===== src/rtl/fetch_pkg.sv =====
// Shared types and helpers for the instruction fetch stage.
package fetch_pkg;

    typedef enum logic [1:0] {
        S_RESET = 2'd0,
        S_PRIME = 2'd1,
        S_RUN   = 2'd2,
        S_STALL = 2'd3
    } fetch_state_t;

    localparam int          INSTR_BYTES = 4;
    localparam logic [31:0] NOP_INSTR   = 32'h0000_0000;

    function automatic logic [31:0] word_align(input logic [31:0] addr);
        return {addr[31:2], 2'b00};
    endfunction

    function automatic logic [31:0] next_pc(input logic [31:0] pc);
        return pc + 32'(INSTR_BYTES);
    endfunction

endpackage


===== src/rtl/inst_fetch_unit.sv =====
// Fetch stage in front of a one-cycle-latency instruction ROM: owns the PC, handles stall and redirect.
// Optional FETCH_ALIGN_CHECK_EN adds a sticky fetch_fault_out for misaligned / out-of-range redirects.
module inst_fetch_unit
    import fetch_pkg::*;
#(
    parameter logic [31:0] RESET_PC   = 32'h0000_0000,
    parameter int          ADDR_WIDTH = 8
) (
    input  logic        clock,
    input  logic        reset,
    input  logic        stall_in,
    input  logic        redirect_in,
    input  logic [31:0] redirect_pc_in,
    output logic [31:0] rom_addr_out,
    input  logic [31:0] rom_data_in,
    output logic [31:0] instr_out,
    output logic [31:0] pc_out,
    output logic [31:0] pc_plus4_out,
    output logic        valid_out
`ifdef FETCH_ALIGN_CHECK_EN
    ,
    output logic        fetch_fault_out
`endif
);

    generate
        if (ADDR_WIDTH < 1 || ADDR_WIDTH > 29) begin : g_bad_addr_width
            $error("inst_fetch_unit: ADDR_WIDTH must be in 1..29");
        end
    endgenerate

    fetch_state_t state_q;
    fetch_state_t state_next;
    fetch_state_t cur_state;
    logic [31:0]  fetch_pc_q;
    logic [31:0]  fetch_pc_next;
    logic [31:0]  resp_pc_q;
    logic [31:0]  resp_pc_next;
    logic [31:0]  redirect_target;
    logic         redirect_bad;
    logic         frozen;

`ifdef FETCH_ALIGN_CHECK_EN
    logic fault_q;

    assign redirect_target = redirect_pc_in;
    assign redirect_bad    = (|redirect_pc_in[1:0]) || (|redirect_pc_in[31:ADDR_WIDTH+2]);
    assign frozen          = fault_q;
    assign fetch_fault_out = fault_q;

    always_ff @(posedge clock) begin
        if (reset) begin
            fault_q <= 1'b0;
        end else if (redirect_in && redirect_bad) begin
            fault_q <= 1'b1;
        end
    end
`else
    assign redirect_target = word_align(redirect_pc_in);
    assign redirect_bad    = 1'b0;
    assign frozen          = 1'b0;
`endif

    // Reset is folded into the decoded state so outputs go quiet in the same cycle.
    assign cur_state = reset ? S_RESET : state_q;

    always_ff @(posedge clock) begin
        if (reset) begin
            state_q    <= S_PRIME;
            fetch_pc_q <= RESET_PC;
            resp_pc_q  <= '0;
        end else begin
            state_q    <= state_next;
            fetch_pc_q <= fetch_pc_next;
            resp_pc_q  <= resp_pc_next;
        end
    end

    always_comb begin
        state_next = cur_state;
        unique case (cur_state)
            S_RESET: state_next = S_PRIME;
            S_PRIME: state_next = S_RUN;
            S_RUN, S_STALL: begin
                if (redirect_in) begin
                    state_next = S_RUN;
                end else if (stall_in) begin
                    state_next = S_STALL;
                end else begin
                    state_next = S_RUN;
                end
            end
        endcase
    end

    always_comb begin
        rom_addr_out  = fetch_pc_q;
        valid_out     = 1'b0;
        fetch_pc_next = fetch_pc_q;
        resp_pc_next  = resp_pc_q;
        if (cur_state == S_RESET) begin
            rom_addr_out = RESET_PC;
        end else begin
            valid_out = ((cur_state == S_RUN) || (cur_state == S_STALL)) && !redirect_in && !frozen;
            if (frozen) begin
                rom_addr_out = fetch_pc_q;
            end else if (redirect_in) begin
                rom_addr_out = redirect_target;
                if (!redirect_bad) begin
                    resp_pc_next  = redirect_target;
                    fetch_pc_next = next_pc(redirect_target);
                end
            end else if ((cur_state != S_PRIME) && stall_in) begin
                // Re-read the displayed word so rom_data_in stays put while decode is busy.
                rom_addr_out = resp_pc_q;
            end else begin
                resp_pc_next  = fetch_pc_q;
                fetch_pc_next = next_pc(fetch_pc_q);
            end
        end
    end

    assign instr_out    = rom_data_in;
    assign pc_out       = resp_pc_q;
    assign pc_plus4_out = next_pc(resp_pc_q);

endmodule

===== config.mk =====
export PLATFORM = sky130hd
export DESIGN_NAME = inst_fetch_unit
export DESIGN_NICKNAME = d
export VERILOG_FILES = /design/src/rtl/fetch_pkg.sv /design/src/rtl/inst_fetch_unit.sv
export SDC_FILE = /design/constraint.sdc
export NUM_CORES = 1
export LEC_CHECK = 0
export CORE_ASPECT_RATIO = 0.75
export CORE_MARGIN = 3
export CORE_UTILIZATION = 30
export DETAILED_ROUTE_END_ITERATION = 6
export GPL_TIMING_DRIVEN = 1
export PLACE_DENSITY = 0.63
export SLEW_MARGIN = 15
export SYNTH_ARGS = -nofsm -noshare
export SYNTH_HDL_FRONTEND = slang
export SYNTH_SLANG_ARGS = --single-unit
export TNS_END_PERCENT = 5

===== constraint.sdc =====
create_clock -name clock -period 5.1 [get_ports clock]
set_input_delay 1.02 -clock clock [delete_from_list [all_inputs] [get_ports clock]]
set_output_delay 1.02 -clock clock [all_outputs]
set_load 0.02 [all_outputs]

# Word-level counts from Yosys, hierarchy flattened
# Cells that the tools add are included.
# Widths: inputs -> output; s select.
dict set report classes {
  addsub 3
  mul 0
  n_div 0
  n_lt_le_gt_ge 0
  n_eq_ne 5
  shift 0
  mux 10
  bitwise 1
  reduce_logical 7
}
# cell count
set ops {}
lappend ops {{$mux 32} 5}
lappend ops {{$add 32x3->32 const B} 3}
lappend ops {{$pmux 2 s3} 1}
lappend ops {{$eq 2x2->1 const B} 2}
lappend ops {{$mux 1} 3}
lappend ops {{$eq 2x1->1 const B} 1}
lappend ops {{$logic_and 1x1->1} 2}
lappend ops {{$logic_not 2->1} 1}
lappend ops {{$mux 2} 1}
lappend ops {{$ne 2x1->1 const B} 1}
lappend ops {{$ne 2x2->1 const B} 1}
lappend ops {{$reduce_and 2->1} 1}
lappend ops {{$reduce_or 2->1} 1}
lappend ops {{$logic_not 1->1} 1}
lappend ops {{$logic_or 1x1->1} 1}
lappend ops {{$not 1->1} 1}
dict set report totals {
  reg_bits 66
  latchBits 0
  mem_bits_rw 0
  romBits 0
  output_inout_bits 129
  n_memories 0
}

# Depth between registers and ports, before layout
dict set report depth {
  word_depth 6
  ltp_mapped 14
}

# Worst setup path before layout
# OpenSTA, ideal clock, no wires.
dict set report synth_timing {
  path_kind {input port to flip-flop}
  startpoint {input redirect_in}
  endpoint {register fetch_pc_q[26]}
  setup_ps 91
  arrival_time_ps 4226
  t_required_ps 5009
  path_slack_ps 783
  stages 14
  cell_sequence {buf_6 clkbuf_1 buf_1 clkbuf_1 clkbuf_1 mux2_2 ha_1 clkbuf_1 nand4_1 nor3_1 nor2_1 nor4b_1 a221oi_1 a311oi_1}
}
dict set report synth_between {
  elab_chain_len 2
}
# element line_no
set synth_rtl {}
lappend synth_rtl {{start: declaration} inst_fetch_unit.sv:12} ;# input logic redirect_in,
lappend synth_rtl {{$ne 2x2->1 (no line)} --}
lappend synth_rtl {{$reduce_and 2->1 (no line)} --}
lappend synth_rtl {{end signal: assignment} inst_fetch_unit.sv:74} ;# fetch_pc_q <= fetch_pc_next;
lappend synth_rtl {{end: declaration} inst_fetch_unit.sv:35} ;# logic [31:0] fetch_pc_q;
# Parallel ways exist; a longest one is shown, timed or not.
# A chain may end at the register's enable or synchronous reset.

# Final worst setup path
dict set report layout_timing {
  startpoint {input reset}
  endpoint {output rom_addr_out[24]}
}
dict set report layout_between {
  elab_chain_len 6
}
# element line_no
set layout_rtl {}
lappend layout_rtl {{start: declaration} inst_fetch_unit.sv:10} ;# input logic reset,
lappend layout_rtl {{$mux 2 *} inst_fetch_unit.sv:65} ;# assign cur_state = reset ? S_RESET : state_q;
lappend layout_rtl {{$ne 2x1->1} inst_fetch_unit.sv:113} ;# end else if ((cur_state != S_PRIME) && stall_in) begin
lappend layout_rtl {{$logic_and 1x1->1} inst_fetch_unit.sv:113}
lappend layout_rtl {{$mux 32} inst_fetch_unit.sv:113}
lappend layout_rtl {{$mux 32} --}
lappend layout_rtl {{$mux 32 *} inst_fetch_unit.sv:101} ;# if (cur_state == S_RESET) begin
lappend layout_rtl {{end: declaration} inst_fetch_unit.sv:14} ;# output logic [31:0] rom_addr_out,
# Every way passes the cells marked *; elsewhere a longest branch is shown, timed or not.

==> impl_metrics.env <==
export IMPL_slew_headroom=0.436
export IMPL_dpl_hpwl_um=13800
export IMPL_ir_drop_mv=0.131
export IMPL_status="complete, no violations"
export IMPL_regArea_um2=1280
export IMPL_pwr_share_seq=0.345
export IMPL_antenna_found_initial=0
export IMPL_core_area_um2=16400
export IMPL_overflow=0
export IMPL_grt_usage=0.203
export IMPL_r2r_cells=8
export IMPL_setup_violations=0
export IMPL_nets=882
export IMPL_hp_class="reg -> reg"
export IMPL_yosysTopAreaCell="dfxtp_1"
export IMPL_cts_buffer_depth=2
export IMPL_skew_ns=0.00390
export IMPL_netlist_area_um2=5160
export IMPL_worstReg2RegStart="fetch_pc_q[3]"
export IMPL_layout_drive_gt1_share=0.0588
export IMPL_drtPass1Iterations=6
export IMPL_share_comb_of_total_power=0.289
export IMPL_p_int_uw=1170
export IMPL_cp_startpoint="reset"
export IMPL_critPathLaunchType="input pin"
export IMPL_cts_tree="built"
export IMPL_start_util=0.314
export IMPL_drc=0
export IMPL_ys_ff_latch=64
export IMPL_areaGrowthSynthToFinish_pct=30.1
export IMPL_grt_max_degree=84
export IMPL_ys_top_cells_by_area="dfxtp_1, nand2_1, o21ai_0, buf_4, a21oi_1"
export IMPL_async_flop_share=0
export IMPL_wl_per_cell_um=18.9
export IMPL_die_w_um=157
export IMPL_hold_slack_ns=0.522
export IMPL_ys_seq_area_frac=0.248
export IMPL_dieArea_um2=18800
export IMPL_end_kind="output port"
export IMPL_nFillCells=1676
export IMPL_die_h_um=120
export IMPL_critPathKind="in -> out"
export IMPL_yosys_top_cells_count="nand2_1, o21ai_0, dfxtp_1"
export IMPL_p_sw_uw=594
export IMPL_final_min_clock_period_ns=4.59
export IMPL_cp_arrival_ns=3.57
export IMPL_timing_fmax_ghz=0.218
export IMPL_r2r_end="fetch_pc_q[24]"
export IMPL_rsz0062_at_grt="no"
export IMPL_grt_first_pass_wirelength_um=30500
export IMPL_synth_top_area_share=0.248
export IMPL_timing_final_crit_share=0.900
export IMPL_cts_made_buffers=9
export IMPL_top_layer_used="met4"
export IMPL_antenna_cells=0
export IMPL_avgSynthCellArea_um2=6.92
export IMPL_maxCapViolCount=0
export IMPL_ios=197
export IMPL_hold_viol_final=0
export IMPL_hold_start="pc_out[1]"
export IMPL_routabilityCongestion=0.848
export IMPL_synthesis_nets=815
export IMPL_clockRootBuffer="clkbuf_16"
export IMPL_cts_resized=0
export IMPL_htreeDepth=3
export IMPL_insertion_delay_ns=0.34
export IMPL_clockPowerShare=0.367
export IMPL_wl_met1_um=9120
export IMPL_vias=5879
export IMPL_swShare=0.336
export IMPL_io_buffers=130
export IMPL_clk_pin_slew_ns=0.06
export IMPL_post_cts_buffers=0
export IMPL_worst_pin_slew_ns=0.846
export IMPL_route_met3_wl_um=1980
export IMPL_antenna_left=0
export IMPL_synth_edf_count=0
export IMPL_synth_most_common_cell="nand2_1"
export IMPL_worst_ep_required_time_ns=4.08
export IMPL_cts_sinks=64
export IMPL_vias_per_cell=5.73
export IMPL_path_max_fanout=11
export IMPL_r2r_slack_ns=1.97
export IMPL_finalMaxSlewViolations=0
export IMPL_rows=40
export IMPL_ys_types=58
export IMPL_ctsHoldBuffers=0
export IMPL_p_leak_uw=0.00242
export IMPL_multiInputGateArea_um2=3390
export IMPL_yosysWarningCount=0
export IMPL_wl_um=19400
export IMPL_p_per_area_nw_per_um2=263
export IMPL_synth_ff_type="dfxtp_1"
export IMPL_wl_met2_um=7960
export IMPL_min_path_cells=1
export IMPL_hold_path_end="pc_out[1]"
export IMPL_first_global_vias=5272
export IMPL_drt_initial_drc_count=718
export IMPL_syn_inst=745
export IMPL_setup_tns_ns=0
kinds of logic (layout without fill, tap and decap cells):
group | count (synthesis) | count (layout) | synth area share
xor+xnor | 30 | 30 | 0.0509
fa+ha+maj | 2 | 2 | 0.00485
flops | 64 | 64 | 0.248
compound gates | 221 | 221 | 0.274
simple gates | 308 | 308 | 0.281
buf+inv | 99 | 170 | 0.0987
mux | 21 | 21 | 0.0422
layout make-up:
type | count | area share
sequential | 64 | 0.191
clock buffer | 12 | 0.0397
inverter | 9 | 0.00503
tap | 210 | 0.0391
timing repair buffer | 146 | 0.215
clock inverter | 3 | 0.00596
multi-input combinational | 582 | 0.505
how the worst max path moves through the flow:
stage,endpoint,slack [ns]
after floorplan,fetch_pc_q[26],0.78
after global placement,rom_addr_out[24],0.59
after detailed placement,rom_addr_out[24],0.55
after CTS,rom_addr_out[24],0.52
after global routing,rom_addr_out[24],0.35
final,rom_addr_out[24],0.51
per-stage QoR:
| stage | worst slack [ns] | utilization | total power, uW | instances | cell area (um^2) |
|---|---|---|---|---|---|
| after floorplan | 0.783 | - | 914 | 745 | 5160 |
| after global placement | 0.588 | 0.390 | 1120 | 1011 | 6410 |
| after detailed placement | 0.554 | 0.390 | 1120 | 1011 | 6410 |
| after CTS | 0.522 | 0.409 | 1770 | 1026 | 6710 |
| after global routing | 0.346 | 0.409 | 1840 | 1026 | 6710 |
| final | 0.512 | 0.409 | 1770 | 1026 | 6710 |
flip-flops by register name (all words and copies together) (netlist names):
signal	flops
pc_out	32
state_q	2
fetch_pc_q	30
power by group through the flow:
stage,Sequential [uW],Clock (uW),Combinational [uW]
finish,609,647,509
detailed placement,618,0,504
global route,618,672,548
global placement,617,0,502
CTS,607,654,506
floorplan,616,0,298
layout by cell type (no fill, tap or decap), types with 4 or more instances in the layout:
| cell type | count |
|---|---|
| mux2_2 | 6 |
| a31oi_1 | 22 |
| clkbuf_16 | 9 |
| o22ai_1 | 13 |
| nand3b_1 | 11 |
| o211a_1 | 8 |
| a311oi_1 | 16 |
| o2111ai_1 | 4 |
| a21oi_1 | 44 |
| a22oi_1 | 4 |
| inv_1 | 8 |
| buf_4 | 14 |
| nand3_1 | 40 |
| clkdlybuf4s50_1 | 129 |
| and3_1 | 19 |
| o21ai_0 | 68 |
| a221oi_1 | 5 |
| a22o_1 | 4 |
| nand2b_1 | 5 |
| nand4_1 | 12 |
| dfxtp_1 | 64 |
| mux2i_1 | 15 |
| nor4_1 | 4 |
| nor3_1 | 6 |
| nand2_1 | 138 |
| and2_1 | 4 |
| xor2_1 | 13 |
| a211oi_1 | 8 |
| xnor2_1 | 17 |
| nor2_1 | 55 |
layer usage:
metal / GRT usage / up-vias
met1: 0.305 / 2753
met4: 0.0553 / 0
met2: 0.283 / 296
met3: 0.0512 / 26
li1: - / 2804
met5: 0 / -
worst max-delay path, cell delays in order:
cell,delay [ns]
clkdlybuf4s50_1,0.43
or3b_2,0.52
and2_1,0.37
buf_4,0.27
nand2_1,0.08
o21ai_0,0.07
a21oi_1,0.17
clkdlybuf4s50_1,0.63
Power figures use the tool's default switching activity.
